[config.mk]
export PLATFORM = sky130hd
export DESIGN_NAME = classificar_ativo_paralelo_flat
export DESIGN_NICKNAME = d
export VERILOG_FILES = /design/src/rtl/classificar_ativo_paralelo_if.sv /design/src/rtl/classificar_ativo_paralelo.sv /design/src/flat_wrapper.sv
export SDC_FILE = /design/constraint.sdc
export NUM_CORES = 1
export LEC_CHECK = 0
export ABC_CLOCK_PERIOD_IN_PS = 5700
export CORE_ASPECT_RATIO = 2
export CORE_MARGIN = 1
export CORE_UTILIZATION = 40
export DETAILED_ROUTE_END_ITERATION = 7
export SETUP_SLACK_MARGIN = 0.5
export SLEW_MARGIN = 20
export SYNTH_ARGS = -nofsm -noshare
export SYNTH_HDL_FRONTEND = slang
export SYNTH_SLANG_ARGS = --single-unit
export TNS_END_PERCENT = 5
[constraint.sdc]
create_clock -name clk -period 5.7 [get_ports clk]
set_input_delay 1.14 -clock clk [delete_from_list [all_inputs] [get_ports clk]]
set_output_delay 1.14 -clock clk [all_outputs]
set_load 0.02 [all_outputs]
[src/rtl/classificar_ativo_paralelo_if.sv]
// rtl/classificar_ativo_paralelo_if.sv - start/snapshot inputs and result outputs of the classifier
// Optional macro CLASSIFICAR_CONTAGEM_EN adds the active-entry count output.
interface classificar_ativo_paralelo_if #(
    parameter int NUM_NA         = 8,
    parameter int CRITERIO_WIDTH = 5
);
    logic                             aa_atualizar_in;
    logic [NUM_NA-1:0]                na_ativo_in;
    logic [NUM_NA*CRITERIO_WIDTH-1:0] na_criterio_in;
    logic                             ca_ocupado_o;
    logic                             ca_pronto_o;
    logic [CRITERIO_WIDTH-1:0]        ca_criterio_geral_out;
    logic [$clog2(NUM_NA)-1:0]        ca_indice_out;
    logic                             ca_vazio_out;
`ifdef CLASSIFICAR_CONTAGEM_EN
    logic [$clog2(NUM_NA+1)-1:0]      ca_num_ativos_out;
`endif

    modport master (
        output aa_atualizar_in, na_ativo_in, na_criterio_in,
        input  ca_ocupado_o, ca_pronto_o, ca_criterio_geral_out, ca_indice_out, ca_vazio_out
`ifdef CLASSIFICAR_CONTAGEM_EN
        , input ca_num_ativos_out
`endif
    );

    modport slave (
        input  aa_atualizar_in, na_ativo_in, na_criterio_in,
        output ca_ocupado_o, ca_pronto_o, ca_criterio_geral_out, ca_indice_out, ca_vazio_out
`ifdef CLASSIFICAR_CONTAGEM_EN
        , output ca_num_ativos_out
`endif
    );
endinterface

[src/rtl/classificar_ativo_paralelo.sv]
// rtl/classificar_ativo_paralelo.sv - multi-lane minimum-criterion search over active entries
// Optional macro CLASSIFICAR_CONTAGEM_EN adds ca_num_ativos_out (active entries in the snapshot).
module classificar_ativo_paralelo #(
    parameter int NUM_NA         = 8,
    parameter int CRITERIO_WIDTH = 5,
    parameter int LANES          = 2
) (
    input  logic                          clk,
    input  logic                          rst,
    classificar_ativo_paralelo_if.slave   bus
);
    localparam int CW   = CRITERIO_WIDTH;
    localparam int G    = (NUM_NA + LANES - 1) / LANES;
    localparam int IW   = $clog2(NUM_NA);
    localparam int GW   = $clog2(G + 1);
    localparam int PW   = $clog2(NUM_NA * CW);
    localparam int CNTW = $clog2(NUM_NA + 1);

    typedef enum logic [1:0] {IDLE, SCAN, DONE} state_t;

    state_t             state_q, state_d;
    logic               start_q;
    logic [GW-1:0]      grupo_q;
    logic [NUM_NA-1:0]  ativo_q;
    logic [NUM_NA*CW-1:0] crit_q;
    logic [CW-1:0]      best_crit_q, run_crit_d;
    logic [IW-1:0]      best_idx_q, run_idx_d;
    logic               found_q, run_found_d;
    logic [CW-1:0]      res_crit_q;
    logic [IW-1:0]      res_idx_q;
    logic               res_vazio_q;
    logic               ultimo_grupo;
    logic               ocupado, pronto;

    assign ultimo_grupo = (grupo_q == GW'(G - 1));

    // Each lane muxes its entry of the current group; lanes are folded in index order
    // so a strict less-than keeps the lower index on ties.
    always_comb begin
        logic          lane_act;
        logic [CW-1:0] lane_crit;
        logic [IW-1:0] lane_idx;
        lane_act    = 1'b0;
        lane_crit   = '0;
        lane_idx    = '0;
        run_crit_d  = best_crit_q;
        run_idx_d   = best_idx_q;
        run_found_d = found_q;
        for (int l = 0; l < LANES; l++) begin
            lane_act  = 1'b0;
            lane_crit = '0;
            lane_idx  = '0;
            for (int gg = 0; gg < G; gg++) begin
                int e;
                int es;
                e  = gg * LANES + l;
                es = (e < NUM_NA) ? e : NUM_NA - 1;
                if (e < NUM_NA && grupo_q == GW'(gg)) begin
                    lane_act  = ativo_q[IW'(es)];
                    lane_crit = crit_q[PW'(CW * es) +: CW];
                    lane_idx  = IW'(es);
                end
            end
            if (lane_act && (!run_found_d || lane_crit < run_crit_d)) begin
                run_found_d = 1'b1;
                run_crit_d  = lane_crit;
                run_idx_d   = lane_idx;
            end
        end
    end

    always_ff @(posedge clk) begin
        if (rst) begin
            state_q <= IDLE;
        end else begin
            state_q <= state_d;
        end
    end

    always_comb begin
        state_d = state_q;
        if (bus.aa_atualizar_in) begin
            state_d = IDLE;
        end else begin
            case (state_q)
                IDLE:    if (start_q) state_d = SCAN;
                SCAN:    if (ultimo_grupo) state_d = DONE;
                DONE:    state_d = IDLE;
                default: state_d = IDLE;
            endcase
        end
    end

    always_comb begin
        ocupado = (state_q == SCAN);
        pronto  = (state_q == DONE);
    end

    always_ff @(posedge clk) begin
        if (rst) begin
            start_q     <= 1'b0;
            grupo_q     <= '0;
            ativo_q     <= '0;
            crit_q      <= '0;
            best_crit_q <= '1;
            best_idx_q  <= '0;
            found_q     <= 1'b0;
            res_crit_q  <= '1;
            res_idx_q   <= '0;
            res_vazio_q <= 1'b1;
        end else begin
            start_q <= bus.aa_atualizar_in;
            if (bus.aa_atualizar_in) begin
                ativo_q     <= bus.na_ativo_in;
                crit_q      <= bus.na_criterio_in;
                best_crit_q <= '1;
                best_idx_q  <= '0;
                found_q     <= 1'b0;
                grupo_q     <= '0;
            end else if (state_q == SCAN) begin
                best_crit_q <= run_crit_d;
                best_idx_q  <= run_idx_d;
                found_q     <= run_found_d;
                grupo_q     <= grupo_q + GW'(1);
                if (ultimo_grupo) begin
                    res_crit_q  <= run_found_d ? run_crit_d : '1;
                    res_idx_q   <= run_found_d ? run_idx_d : '0;
                    res_vazio_q <= !run_found_d;
                end
            end
        end
    end

`ifdef CLASSIFICAR_CONTAGEM_EN
    logic [CNTW-1:0] res_num_q;

    always_ff @(posedge clk) begin
        if (rst) begin
            res_num_q <= '0;
        end else if (!bus.aa_atualizar_in && state_q == SCAN && ultimo_grupo) begin
            res_num_q <= CNTW'($countones(ativo_q));
        end
    end

    assign bus.ca_num_ativos_out = res_num_q;
`endif

    assign bus.ca_ocupado_o          = ocupado;
    assign bus.ca_pronto_o           = pronto;
    assign bus.ca_criterio_geral_out = res_crit_q;
    assign bus.ca_indice_out         = res_idx_q;
    assign bus.ca_vazio_out          = res_vazio_q;
endmodule

[src/flat_wrapper.sv]
// flat-port wrapper written by rule: the top's interface ports become plain ports
module classificar_ativo_paralelo_flat 
#(
    parameter int NUM_NA         = 8,
    parameter int CRITERIO_WIDTH = 5,
    parameter int LANES          = 2
)
  (clk, rst, bus_aa_atualizar_in, bus_na_ativo_in, bus_na_criterio_in, bus_ca_ocupado_o, bus_ca_pronto_o, bus_ca_criterio_geral_out, bus_ca_indice_out, bus_ca_vazio_out);
  classificar_ativo_paralelo_if #(.NUM_NA(NUM_NA), .CRITERIO_WIDTH(CRITERIO_WIDTH)) bus_i ();
  input  logic clk;
  input  logic rst;
  input wire logic [$bits(bus_i.aa_atualizar_in)-1:0] bus_aa_atualizar_in;
  input wire logic [$bits(bus_i.na_ativo_in)-1:0] bus_na_ativo_in;
  input wire logic [$bits(bus_i.na_criterio_in)-1:0] bus_na_criterio_in;
  output wire logic [$bits(bus_i.ca_ocupado_o)-1:0] bus_ca_ocupado_o;
  output wire logic [$bits(bus_i.ca_pronto_o)-1:0] bus_ca_pronto_o;
  output wire logic [$bits(bus_i.ca_criterio_geral_out)-1:0] bus_ca_criterio_geral_out;
  output wire logic [$bits(bus_i.ca_indice_out)-1:0] bus_ca_indice_out;
  output wire logic [$bits(bus_i.ca_vazio_out)-1:0] bus_ca_vazio_out;
  assign bus_i.aa_atualizar_in = bus_aa_atualizar_in;
  assign bus_i.na_ativo_in = bus_na_ativo_in;
  assign bus_i.na_criterio_in = bus_na_criterio_in;
  assign bus_ca_ocupado_o = bus_i.ca_ocupado_o;
  assign bus_ca_pronto_o = bus_i.ca_pronto_o;
  assign bus_ca_criterio_geral_out = bus_i.ca_criterio_geral_out;
  assign bus_ca_indice_out = bus_i.ca_indice_out;
  assign bus_ca_vazio_out = bus_i.ca_vazio_out;
  classificar_ativo_paralelo #(.NUM_NA(NUM_NA), .CRITERIO_WIDTH(CRITERIO_WIDTH), .LANES(LANES)) u_core (.clk(clk), .rst(rst), .bus(bus_i));
endmodule
==> results.cfg, run 1 <==
[layout]
syn_to_final_growth_pct = 29.8
nFillCells = 740
layout_common_cells = 62 x dfxtp_1, 51 x nor2_1, 51 x clkdlybuf4s50_1
layout.nets = 462
regArea_sq_mm = 0.00126
final_common_cell = dfxtp_1
antenna-diode-count = 0
multi_input_area_sq_mm = 0.00179
drive_gt1_share_pct = 10.9

[sta]
tightestPinTransition_ns = 0.703
fmax_mhz = 206
finalCritPeriodShare_pct = 85.3
tns_ns = 0
period_needed_ns = 4.86
slew_violations = 0
rsz0062_at_grt = false
setup_viol = 0
fin_hold_ws_ns = 0.441
slew_headroom_pct = 53.1
hold_viol_final = 0
skew_ns = 0.00447

[setup_path]
crit_buf_inv = 0
max_stage_delay_ns = 0.54
critical_path.most_common_cell = ha_1
cp_max_fo = 14
reg2reg_depth = 18
reg2reg_to = u_core.bus.ca_criterio_geral_out[4]$_SDFFE_PP1P_
cp-start-kind = flip-flop
cp_num_cells = 18
slowest_stage = ha_1
required_ns = 5.91
path_delay_family = compound AO/OA/AOI/OAI gates
cp-end-kind = flip-flop
cp.arrival_ns = 5.07
path_class = reg -> reg
reg2reg_from = u_core.grupo_q[0]$_SDFFE_PP0P_
path_cells = ha_1 > nor2b_2 > a221oi_1 > o21ai_2 > ha_1 > and2_1 > a221oi_2 > o21a_1 > nand2_2 > mux2i_4 > ha_1 > a21oi_1 > o21ai_0 > nand2b_1 > a21oi_2 > a21oi_2 > nor4b_1 > nor3_1
r2r_slack_ns = 0.84

[place]
portBuffers = 52
gp_congestion = 0.852
hpwl_mm = 5.86

[yosys]
ys_warn_count = 0
ys.flop_type = dfxtp_1
ys_seq_area_share_pct = 40.2
netlist_area_sq_mm = 0.00313
ys_ff_latch = 63
syn_nets = 410
synth_edf_count = 0
synth_cells = 346
postSynthAreaPerCell_sq_um = 9.06
async_flop_share_pct = 0
ys_types = 52

[grt]
grt_util_met1_pct = 21.4
met3_usage_pct = 5.00
grtUsageMet2_pct = 37.6
top_usage_layer = met2
grt_first_pass_wirelength_mm = 12.8
grt_max_degree = 48
grt-ovfl-total = 0
antenna_found_initial = 0
first_global_vias = 2624
grt_usage_pct = 21.0

[status]
status = finished clean

[clock_network]
tritoncts = built
cts_htree_levels = 3
cts_sinks = 63
cts.clk_slew.worst_paths_ns = 0.05
clk_latency_ns = 0.33
cts_hold_buf = 0
cts_made_buffers = 9
cts_root_buf = clkbuf_16
clock_path_buffers = 2

[floorplan]
die-area_sq_mm = 0.00821
rows = 45
io-pin-count = 62
start_util_pct = 41.2
die_height_microns = 127
fp.coreArea_sq_mm = 0.00760
fp.dieW_microns = 64.6

[hold_path]
worstHoldEndpoint = u_core.bus.ca_vazio_out$_SDFFE_PP1P_
hold_start = u_core.bus.ca_vazio_out$_SDFFE_PP1P_
hp-class = reg -> reg
hold_depth = 2

[routing]
drc = 0
dr.pass1.iters = 4
ant_nets = 0
wl_mm = 7.94
first_iter_violations = 122
vias_per_cell = 5.35
wl_per_cell_microns = 16.0
vias = 2660

[power_and_ir_drop]
p_total_mw = 1.17
p_leak_nw = 1.75
ir_drop_mv = 0.200
power.density_mw_per_mm2 = 288

[flow_run]
maxCapViolations = 0
## layout make-up
cell class                 count  area share, %
multi-input combinational    254           43.9
sequential                    63           31.0
timing repair buffer          55           13.2
clock buffer                  12           5.81
tap                           94           2.89
clock inverter                 4           1.72
inverter                      15           1.38
## cell usage after synthesis, drive strengths merged, types with 2 or more instances
master / n / area, sq um
mux2i: 46 / 460
a31o: 2 / 17.5
nand2: 29 / 111
dfxtp: 63 / 1260
buf: 7 / 45.0
nand4: 2 / 12.5
a21oi: 15 / 90.1
nand2b: 4 / 25.0
nand3b: 2 / 18.8
o22a: 3 / 26.3
o21ai: 24 / 120
nand3: 5 / 25.0
nor2b: 6 / 37.5
o221a: 3 / 33.8
inv: 15 / 56.3
a22oi: 4 / 30.0
a21o: 3 / 22.5
ha: 13 / 163
and2: 4 / 25.0
a31oi: 3 / 18.8
clkbuf: 8 / 30.0
nor3: 5 / 25.0
nor2: 52 / 195
a221oi: 7 / 73.8
a211oi: 2 / 15.0
o211ai: 2 / 15.0
## cell families after synthesis
family / Yosys count / synth area share [%]
mux: 46 / 14.7
flops: 63 / 40.2
compound gates: 77 / 18.2
buf+inv: 30 / 4.19
simple gates: 116 / 17.2
xor+xnor: 1 / 0.279
fa+ha+maj: 13 / 5.19
## routing by layer
metal,wire length [microns],vias to the layer above,part of all wire (%)
li1,-,1333,-
met1,3060,1265,38
met2,4410,48,55
met3,217,14,2.7
met4,258,0,3.2
met5,0,-,0
## repair_timing
action | CTS | global route
resized for setup | 0 | 15
endpoints found under the setup margin | 0 | 15
setup buffers | 0 | 1
## sequential cells by signal, indices dropped and copies added, names as in the netlist
name and flops:
u_core.ativo_q 4, u_core.best_crit_q 5, u_core.best_idx_q 3, u_core.bus.ca_criterio_geral_out 5
u_core.bus.ca_indice_out 3, u_core.bus.ca_vazio_out 1, u_core.crit_q 35, u_core.found_q 1
u_core.grupo_q 3, u_core.start_q 1, u_core.state_q 2
## where the power goes
| part | switching [mW] | internal, mW | total, mW |
|---|---|---|---|
| logic | 0.0675 | 0.0662 | 0.134 |
| clock network | 0.185 | 0.381 | 0.566 |
| registers | 0.0114 | 0.459 | 0.470 |
| total | 0.264 | 0.906 | 1.17 |
## through the flow
stage / instance area, sq um / worst slack, ns / std cells / utilization [%]
after global placement: 3710 / 0.651 / 479 / 48.8
after CTS: 4010 / 0.551 / 495 / 52.8
after global routing: 4070 / 0.508 / 497 / 53.5
after detailed placement: 3710 / 0.583 / 479 / 48.8
final: 4070 / 0.840 / 497 / 53.5
after floorplan: 3130 / 1.57 / 346 / -
## worst max path at each step
stage | start | slack (ns) | endpoint
6_report | u_core.grupo_q[0]$_SDFFE_PP0P_ | 0.84 | u_core.bus.ca_criterio_geral_out[4]$_SDFFE_PP1P_
5_1_grt | u_core.grupo_q[1]$_SDFFE_PP0P_ | 0.51 | u_core.bus.ca_criterio_geral_out[4]$_SDFFE_PP1P_
4_1_cts | u_core.grupo_q[2]$_SDFFE_PP0P_ | 0.55 | u_core.bus.ca_criterio_geral_out[4]$_SDFFE_PP1P_
3_5_place_dp | u_core.grupo_q[2]$_SDFFE_PP0P_ | 0.58 | u_core.bus.ca_criterio_geral_out[4]$_SDFFE_PP1P_
3_3_place_gp | u_core.grupo_q[2]$_SDFFE_PP0P_ | 0.65 | u_core.bus.ca_criterio_geral_out[4]$_SDFFE_PP1P_
2_1_floorplan | u_core.grupo_q[1]$_SDFFE_PP0P_ | 1.57 | u_core.best_crit_q[4]$_SDFFE_PP1P_
## worst min-delay path: stages (launching register included)
cell and delay [ns]:
dfxtp_1 0.30, nand2_1 0.05, nand2_1 0.04
No activity file was read; power rests on OpenSTA's default activity.
==> run 2: changes to the inputs <==
--- a/config.mk
+++ b/config.mk
@@ -10,6 +10,7 @@
 export CORE_MARGIN = 1
 export CORE_UTILIZATION = 40
 export DETAILED_ROUTE_END_ITERATION = 7
+export GPL_TIMING_DRIVEN = 0
 export SETUP_SLACK_MARGIN = 0.5
 export SLEW_MARGIN = 20
 export SYNTH_ARGS = -nofsm -noshare
==> run 2 against run 1 <==
Net effect: maximum frequency shrank 0.86%; worst setup slack got worse by 0.042 ns; total power is essentially flat; first-iteration DRC count rose by 6.6%; highest routed layer unchanged.
==> results.cfg, run 2 (same netlist as run 1, synthesis figures left out) <==
[status]
status = finished clean

[grt]
grt_first_pass_wirelength_mm = 13.2
antenna_found_initial = 0
grt_max_degree = 11
grt_usage_pct = 21.9
first_global_vias = 2670
grt-ovfl-total = 0

[clock_network]
cts_made_buffers = 9
clock_path_buffers = 2
cts_sinks = 63
cts_root_buf = clkbuf_16
cts_htree_levels = 3
cts_hold_buf = 0
tritoncts = built
cts.clk_slew.worst_paths_ns = 0.05
clk_latency_ns = 0.33

[sta]
rsz0062_at_grt = false
slew_headroom_pct = 48.5
skew_ns = 0.00897
fmax_mhz = 204
hold_viol_final = 0
slew_violations = 0
period_needed_ns = 4.90
setup_viol = 0
tns_ns = 0
tightestPinTransition_ns = 0.772
finalCritPeriodShare_pct = 86.0

[setup_path]
cp-end-kind = flip-flop
cp-start-kind = flip-flop
reg2reg_depth = 20
cp_max_fo = 10
required_ns = 5.89
cp.arrival_ns = 5.10
path_class = reg -> reg

[hold_path]
hold_depth = 2
hp-class = reg -> reg

[floorplan]
io-pin-count = 62
die_height_microns = 127
die-area_sq_mm = 0.00821
fp.coreArea_sq_mm = 0.00760
rows = 45
start_util_pct = 41.2
fp.dieW_microns = 64.6

[routing]
wl_per_cell_microns = 16.1
vias_per_cell = 5.28
drc = 0
vias = 2676
first_iter_violations = 130
ant_nets = 0
dr.pass1.iters = 7
wl_mm = 8.17

[place]
portBuffers = 51
placed_cell_area_sq_mm = 0.00376
hpwl_mm = 6.46
gp_congestion = 0.862

[layout]
layout.nets = 472
antenna-diode-count = 0
nFillCells = 740
top_register = u_core.crit_q
final_common_cell = dfxtp_1
fin_area_sq_mm = 0.00409
drive_gt1_share_pct = 9.44
syn_to_final_growth_pct = 30.4
layout_common_cells = 62 x dfxtp_1, 51 x nor2_1, 51 x clkdlybuf4s50_1
largest_register_ffs = 35

[power_and_ir_drop]
p_leak_nw = 1.75
power.density_mw_per_mm2 = 286
ir_drop_mv = 0.197

[flow_run]
maxCapViolations = 0
run 2: critical path: stages, from the launching register on:
cell and delay, ns:
dfxtp_1 0.35, ha_1 0.23, ha_1 0.30, nor2_2 0.21
o21ai_0 0.20, o21ai_1 0.28, ha_1 0.32, a21o_1 0.22
a221oi_2 0.28, o21a_1 0.19, nand2_1 0.24, mux2i_2 0.34
ha_1 0.31, a21oi_1 0.15, o21ai_1 0.12, nand2b_1 0.16
a21oi_1 0.29, a21oi_4 0.11, buf_6 0.18, nor4_2 0.22
a311oi_2 0.07
run 2: path summary, 6_finish.rpt:
path	start	end	slack, ns
setup / recovery	u_core.grupo_q[0]$_SDFFE_PP0P_	u_core.best_crit_q[4]$_SDFFE_PP1P_	0.80
hold reg to reg	u_core.bus.ca_vazio_out$_SDFFE_PP1P_	u_core.bus.ca_vazio_out$_SDFFE_PP1P_	0.44
setup reg to reg	u_core.grupo_q[0]$_SDFFE_PP0P_	u_core.best_crit_q[4]$_SDFFE_PP1P_	0.80
hold / removal	u_core.bus.ca_vazio_out$_SDFFE_PP1P_	u_core.bus.ca_vazio_out$_SDFFE_PP1P_	0.44
run 2: where the power goes:
group / internal [mW] / total (mW) / switching [mW]
clock: 0.374 / 0.567 / 0.192
combinational: 0.0663 / 0.134 / 0.0677
sequential: 0.459 / 0.470 / 0.0109
total: 0.900 / 1.17 / 0.271
run 2: per-layer routing:
metal	track usage (%)	wire length, microns	vias up
met1	21.9	3100	1243
met2	40.6	4580	61
met3	5.45	226	18
met5	0	0	-
li1	-	-	1354
met4	10.7	257	0
run 2: what timing repair did:
item / CTS / global route
setup endpoints to repair: 1 / 15
buffers inserted: 0 / 0
hold endpoints to repair: 0 / 0
gates resized for setup: 2 / 9
gates cloned: 0 / 0
run 2: area by class of cell:
cell class	instances	area (sq um)	area share [%]
buffer	15	75.1	1.84
inverter	15	56.3	1.38
multi-input combinational	253	1750	42.9
clock inverter	2	37.5	0.918
timing repair buffer	51	510	12.5
tap	94	118	2.88
sequential	63	1260	30.9
clock buffer	14	274	6.70
run 2: through the flow:
stage	setup slack [ns]	utilization (%)	std cells	total power, mW	hold slack [ns]
5_1_grt	0.538	53.8	507	1.21	0.467
2_1_floorplan	1.57	-	346	0.557	0.407
3_5_place_dp	0.448	49.5	491	0.611	0.437
6_report	0.798	53.8	507	1.17	0.444
3_3_place_gp	0.525	49.5	491	0.609	0.427
4_1_cts	0.515	53.6	507	1.18	0.446
